**src/rtl/uart_pkg.sv**
```systemverilog
// Shared definitions for the UART transmit scheduler: FSM states and FIFO flag positions.
package uart_pkg;

   typedef enum logic [2:0] {
      StIdle,
      StFetch,
      StCapture,
      StLoad,
      StHold,
      StWaitTx,
      StGap
   } tx_state_e;

   localparam int unsigned FIFO_EMPTY_BIT  = 0;
   localparam int unsigned FIFO_FULL_BIT   = 1;
   localparam int unsigned FIFO_AFULL_BIT  = 2;
   localparam int unsigned FIFO_AEMPTY_BIT = 3;

endpackage

```
**src/rtl/uart_tx_sched.sv**
```systemverilog
// Pops bytes from the TX FIFO into the shift register one at a time, with an inter-frame gap,
// a wrapping frame counter and a registered TX-threshold interrupt.
module uart_tx_sched
   import uart_pkg::*;
#(
   parameter int unsigned GAP_CYCLES = 2,
   parameter int unsigned CNT_WIDTH  = 16
) (
   input  logic                 Clk,
   input  logic                 Reset,
   input  logic                 Enable,
   input  logic                 Irq_En,
   input  logic [3:0]           Fifo_Status,
   input  logic [7:0]           Fifo_Data,
   output logic                 Fifo_Read,
   input  logic                 Tx_Ready,
   output logic                 Tx_Load,
   output logic [7:0]           Tx_Data,
   output logic                 Tx_Irq,
   output logic                 Idle,
   output logic [CNT_WIDTH-1:0] Frame_Count
);

   localparam int unsigned GapW = (GAP_CYCLES < 1) ? 1 : $clog2(GAP_CYCLES + 1);
   localparam logic [GapW-1:0]      GapLoad = GapW'(GAP_CYCLES);
   localparam logic [GapW-1:0]      GapOne  = GapW'(1);
   localparam logic [CNT_WIDTH-1:0] CntOne  = CNT_WIDTH'(1);

   tx_state_e            state_q, state_d;
   logic [GapW-1:0]      gap_q, gap_d;
   logic [7:0]           tx_data_q;
   logic [CNT_WIDTH-1:0] frame_cnt_q;
   logic                 irq_q;
   logic                 unused_status;

   assign unused_status = ^{Fifo_Status[FIFO_FULL_BIT], Fifo_Status[FIFO_AFULL_BIT]};

   always_comb begin
      state_d   = state_q;
      gap_d     = gap_q;
      Fifo_Read = 1'b0;
      Tx_Load   = 1'b0;
      unique case (state_q)
         StIdle: begin
            if (Enable && !Fifo_Status[FIFO_EMPTY_BIT] && Tx_Ready) state_d = StFetch;
         end
         StFetch: begin
            Fifo_Read = 1'b1;
            state_d   = StCapture;
         end
         StCapture: state_d = StLoad;
         StLoad: begin
            Tx_Load = 1'b1;
            state_d = StHold;
         end
         // Transmitter may still show ready here; it drops within a cycle of the load.
         StHold: state_d = StWaitTx;
         StWaitTx: begin
            if (Tx_Ready) begin
               if (GAP_CYCLES == 0) begin
                  state_d = StIdle;
               end else begin
                  gap_d   = GapLoad;
                  state_d = StGap;
               end
            end
         end
         StGap: begin
            gap_d = gap_q - GapOne;
            if (gap_q <= GapOne) state_d = StIdle;
         end
         default: state_d = StIdle;
      endcase
   end

   always_ff @(posedge Clk) begin
      if (Reset) begin
         state_q     <= StIdle;
         gap_q       <= '0;
         tx_data_q   <= 8'h00;
         frame_cnt_q <= '0;
         irq_q       <= 1'b0;
      end else begin
         state_q <= state_d;
         gap_q   <= gap_d;
         irq_q   <= Irq_En & Fifo_Status[FIFO_AEMPTY_BIT];
         if (state_q == StCapture) tx_data_q <= Fifo_Data;
         if (state_q == StLoad) frame_cnt_q <= frame_cnt_q + CntOne;
      end
   end

   assign Tx_Data     = tx_data_q;
   assign Tx_Irq      = irq_q;
   assign Frame_Count = frame_cnt_q;
   assign Idle        = (state_q == StIdle) && Fifo_Status[FIFO_EMPTY_BIT] && Tx_Ready;

endmodule

```
**config.mk**
```make
export PLATFORM = sky130hd
export DESIGN_NAME = uart_tx_sched
export DESIGN_NICKNAME = d
export VERILOG_FILES = /design/src/rtl/uart_pkg.sv /design/src/rtl/uart_tx_sched.sv
export SDC_FILE = /design/constraint.sdc
export NUM_CORES = 1
export LEC_CHECK = 0
export ABC_AREA = 1
export CAP_MARGIN = 0
export CELL_PAD_IN_SITES_DETAIL_PLACEMENT = 1
export CELL_PAD_IN_SITES_GLOBAL_PLACEMENT = 1
export CORE_UTILIZATION = 38
export CTS_CLUSTER_DIAMETER = 150
export CTS_CLUSTER_SIZE = 12
export DETAILED_ROUTE_END_ITERATION = 8
export DONT_BUFFER_PORTS = 1
export GPL_ROUTABILITY_DRIVEN = 0
export MAX_ROUTING_LAYER = met4
export PLACE_DENSITY_LB_ADDON = 0.08
export SYNTH_ARGS = -nofsm -noshare
export SYNTH_HDL_FRONTEND = slang
export SYNTH_SLANG_ARGS = --single-unit
```
**constraint.sdc**
```tcl
create_clock -name Clk -period 2.4 [get_ports Clk]
set_input_delay 0.36 -clock Clk [delete_from_list [all_inputs] [get_ports Clk]]
set_output_delay 0.36 -clock Clk [all_outputs]
set_load 0.01 [all_outputs]
```
==> After elaboration in Yosys (flattened, before gate mapping) <==
Cells that the tools add are included.
{ "op_classes": {"n_addsub": 2, "order_cmp": 1, "n_eq_ne": 9, "mux": 8, "bitwise": 1, "reduce_logical": 9} }
{ "ops": {"columns": ["op", "count"], "rows": [
  ["case mux 3 bit (7 select lines)", 1],
  ["adder 16 x 1 -> 16 bit, second input constant", 1],
  ["== test 3 bit, second input constant", 3],
  ["2-to-1 mux 3 bit", 3],
  ["== test 3 x 2 -> 1 bit, second input constant", 2],
  ["inequality test 2 bit, second input constant", 3],
  ["logical AND 1 bit", 4],
  ["case mux 2 bit (2 select lines)", 1],
  ["== test 3 x 1 -> 1 bit, second input constant", 1],
  ["logical NOT 3 bit", 1],
  ["AND reduction 3 bit", 1],
  ["<= comparator 2 x 1 -> 1 bit, second input constant", 1],
  ["2-to-1 mux 1 bit", 2],
  ["2-to-1 mux 2 bit", 1],
  ["AND reduction 2 bit", 1],
  ["nonzero test 2 bit", 1],
  ["subtractor 2 x 1 -> 2 bit, second input constant", 1],
  ["bitwise AND 1 bit", 1],
  ["logical NOT 1 bit", 1]
]} }
{ "word_totals": {"regBits": 30, "inputBits": 17, "output_inout_bits": 28} }

==> Logic depth before layout (Yosys ltp) <==
{ "logic_depth": {"ltp_word": 5, "ltp_mapped": 8} }

==> Worst setup path after synthesis <==
OpenSTA, ideal clock, no wires.
{ "synth_path": {"path_type": "register to register", "from": "register frame_cnt_q[1] (netlist: Frame_Count[1])", "to": "register frame_cnt_q[10] (netlist: Frame_Count[10])", "setup_ns": 0.116, "arrival_ns": 1.150, "setup_slack_ns": 1.134, "stages_incl_launch_ff": 7, "path_buffers": 0, "synth_period_minus_slack_ns": 1.266, "cell_sequence": "dfxtp_1 -> ha_1 -> nand3_1 -> nor2_4 -> nand3_1 -> o21ai_0 -> nor2_1"} }
{ "synth_via": {"elab_chain_cells": 1} }
{ "synth_lines": {"columns": ["item", "line", "rtl"], "rows": [
  ["start: declaration", "uart_tx_sched.sv:32", "logic [CNT_WIDTH-1:0] frame_cnt_q;"],
  ["start signal: assignment", "uart_tx_sched.sv:88", "if (state_q == StLoad) frame_cnt_q <= frame_cnt_q + CntOne;"],
  ["adder 16 x 1 -> 16 bit", "uart_tx_sched.sv:88", null]
]} }
Every way passes these cells.
A chain may end at the register's enable or synchronous reset.

==> Worst setup path after layout <==
{ "layout_path": {"from": "register state_q[0]", "to": "output Fifo_Read"} }
{ "layout_via": {"elab_chain_cells": 2} }
{ "layout_lines": {"columns": ["item", "line", "rtl"], "rows": [
  ["start: declaration", "uart_tx_sched.sv:29", "tx_state_e state_q, state_d;"],
  ["start signal: assignment", "uart_tx_sched.sv:78", "state_q <= StIdle;"],
  ["start signal: assignment", "uart_tx_sched.sv:84", "state_q <= state_d;"],
  ["== test 3 x 1 -> 1 bit", "uart_tx_sched.sv:43", "unique case (state_q)"],
  ["2-to-1 mux 1 bit", "uart_tx_sched.sv:43", null],
  ["end: declaration", "uart_tx_sched.sv:15", "output logic Fifo_Read,"]
]} }
Every way passes these cells.

==> qor.yml <==
yosys:
  syn-num-nets: 226
  ys_ff_latch: 30
  ys_seq_area_share_pct: 42.82
  ys_warn_count: 0
  syn-cell-area_um2: 1403
  postSynthCellCount: 207
  synth.distinct_cells: 18
  synth_area_per_cell_um2: 6.776
finish:
  final_cell_mix: "nand2_1, inv_1, nor2_1, dfxtp_1, o21ai_0"
  drive_gt1_share_pct: 5.742
  post-route-util_pct: 44.27
  fillers: 463
  final_common_cell: "nand2_1"
  syn2layout_area_growth_pct: 8.653
  final_nets: 229
  n_antenna_cell: 0
sta:
  finalMaxSlewViolations: 0
  fmax_ghz: 0.6051
  setup_tns_ns: 0
  slew-limit-headroom_pct: 61.48
  worstMarginPinSlew_ns: 0.5771
  hold_viol: 0
  min_period_over_period_pct: 68.86
  fin_skew_ns: 0.004120
  fin_hold_ws_ns: 0.1451
  period_needed_ns: 1.653
  setup_viol: 0
  rsz0062_at_grt: "no"
drt:
  firstDrtPassIters: 4
  drtAntennaViolNets: 0
  wl_per_cell_um: 12.84
  via_per_inst: 5.004
  drc_errors: 0
  drt_iter0_markers: 47
  vias: 1276
  totalWireLength_mm: 3.273
cts:
  post_cts_resized: 0
  clk_latency_ns: 0.28
  clkTransAtPathRegs_ns: 0.06
  root_buffer: "clkbuf_8"
  hold_buffers: 0
  numClockSinks: 30
  htreeDepth: 2
  cts_buffers: 5
  cts_tree: "done"
  cts_setup_buffers: 0
  clockBufferDepth: 2
flow_run:
  cap_violations: 0
worst_hold_path:
  min_path_type: "in -> reg"
  hold_depth: 1
  holdPathEnd: "Frame_Count[15]"
  worstHoldStart: "Reset"
grt:
  grt_overflow_total: 0
  grtUsageTotal_pct: 19.06
  first_global_vias: 1302
  antenna_found_initial: 0
  grt_max_degree: 23
  grt_pass1_wl_mm: 5.651
pwr:
  ir_drop_mv: 0.2592
  p_leak_nw: 0.6230
  powerDensity_nw_per_um2: 606.3
setup_path:
  worst_setup_path_start_kind: "register"
  reg2reg_to: "Frame_Count[10]"
  reg2reg_slack_ns: 0.91
  r2r-start: "Frame_Count[1]"
  reg2regPathDepth: 6
  cp.required_ns: 2.04
  crit_arrival_ns: 1.29
  endpoint_kind: "output pin"
  critPathKind: "reg -> out"
  crit_fanout: 5
floorplanning:
  fp.dieW_um: 62.76
  ioPinCount: 45
  die_area_um2: 3938
  coreArea_um2: 3442
  initial_core_util_pct: 40.75
  row_count: 21
  die_h_um: 62.76
place:
  place_hpwl_mm: 2.533
  portBuffers: 0
status:
  status: "complete, no violations"
## state kept, by name, summed over array words and instances, names as in the netlist
register,cells
Tx_Data,8
state_q,3
gap_q,2
Frame_Count,16
Tx_Irq,1
## synth_stat cells
| cell type | n | area [µm²] |
|---|---|---|
| a211oi_1 | 1 | 7.510 |
| nor3_1 | 3 | 15.01 |
| ha_1 | 2 | 25.02 |
| buf_4 | 1 | 7.510 |
| dfxtp_1 | 30 | 600.6 |
| clkbuf_1 | 3 | 11.26 |
| xor2_1 | 1 | 8.760 |
| inv_1 | 35 | 131.4 |
| nor2_2 | 2 | 12.51 |
| nand4_1 | 6 | 37.54 |
| nand3_1 | 10 | 50.05 |
| a21oi_1 | 17 | 85.08 |
| nor2_1 | 33 | 123.9 |
| nand2_2 | 2 | 12.51 |
| nand3_4 | 1 | 17.52 |
| nor2_4 | 1 | 11.26 |
| nand2_1 | 40 | 150.1 |
| o21ai_0 | 19 | 95.09 |
## critical path: stages (launching register included)
cell	delay, ns
dfxtp_1	0.46
inv_1	0.11
nor2_1	0.18
inv_1	0.08
nor2_1	0.19
## final cells by class
type	instances	area, µm²	area share [%]
Sequential cell	30	600.6	39.41
Inverter	35	131.4	8.621
Clock buffer	6	82.58	5.419
Multi-Input combinational cell	138	651.9	42.78
Tap cell	46	57.56	3.777
## per-stage QoR
stage          cell area, µm²  setup WS [ns]  power, mW  std cells
2_1_floorplan            1403          1.134     0.5443        207
3_3_place_gp             1441         0.9694     0.5472        249
3_5_place_dp             1441         0.9017     0.5488        249
4_1_cts                  1524         0.7280     0.9451        255
5_1_grt                  1524         0.6225     0.9676        255
6_report                 1524         0.7474     0.9239        255
## cells by family after synthesis
family,count (synthesis),synth area share (%)
DFF,30,42.82
AOI/OAI and AO/OA,37,13.38
and+or+nand+nor,98,30.69
buffers and inverters,39,10.71
xor gates and xnor gates,1,0.6246
adders and majority gates,2,1.784
## how the worst max path moves through the flow
| stage | from | endpoint | depth (start not counted) |
|---|---|---|---|
| finish | state_q[0] | Fifo_Read | 4 |
| global route | state_q[0] | Fifo_Read | 4 |
| CTS | state_q[0] | Fifo_Read | 4 |
| detailed placement | state_q[1] | Frame_Count[11] | 7 |
| global placement | state_q[1] | Frame_Count[11] | 7 |
| floorplan | Frame_Count[1] | Frame_Count[10] | 6 |
## layer usage
layer  global-route usage (%)  part of all wire [%]
met5                        -                     0
met4                    6.977                   1.5
met3                    8.212                   8.4
met2                    30.84                    45
met1                    20.68                    45
## power by group
part / internal (mW) / switching (mW)
sequential: 0.503 / 0.00621
clock: 0.220 / 0.166
combinational: 0.00850 / 0.0198
Power figures use the tool's default switching activity.
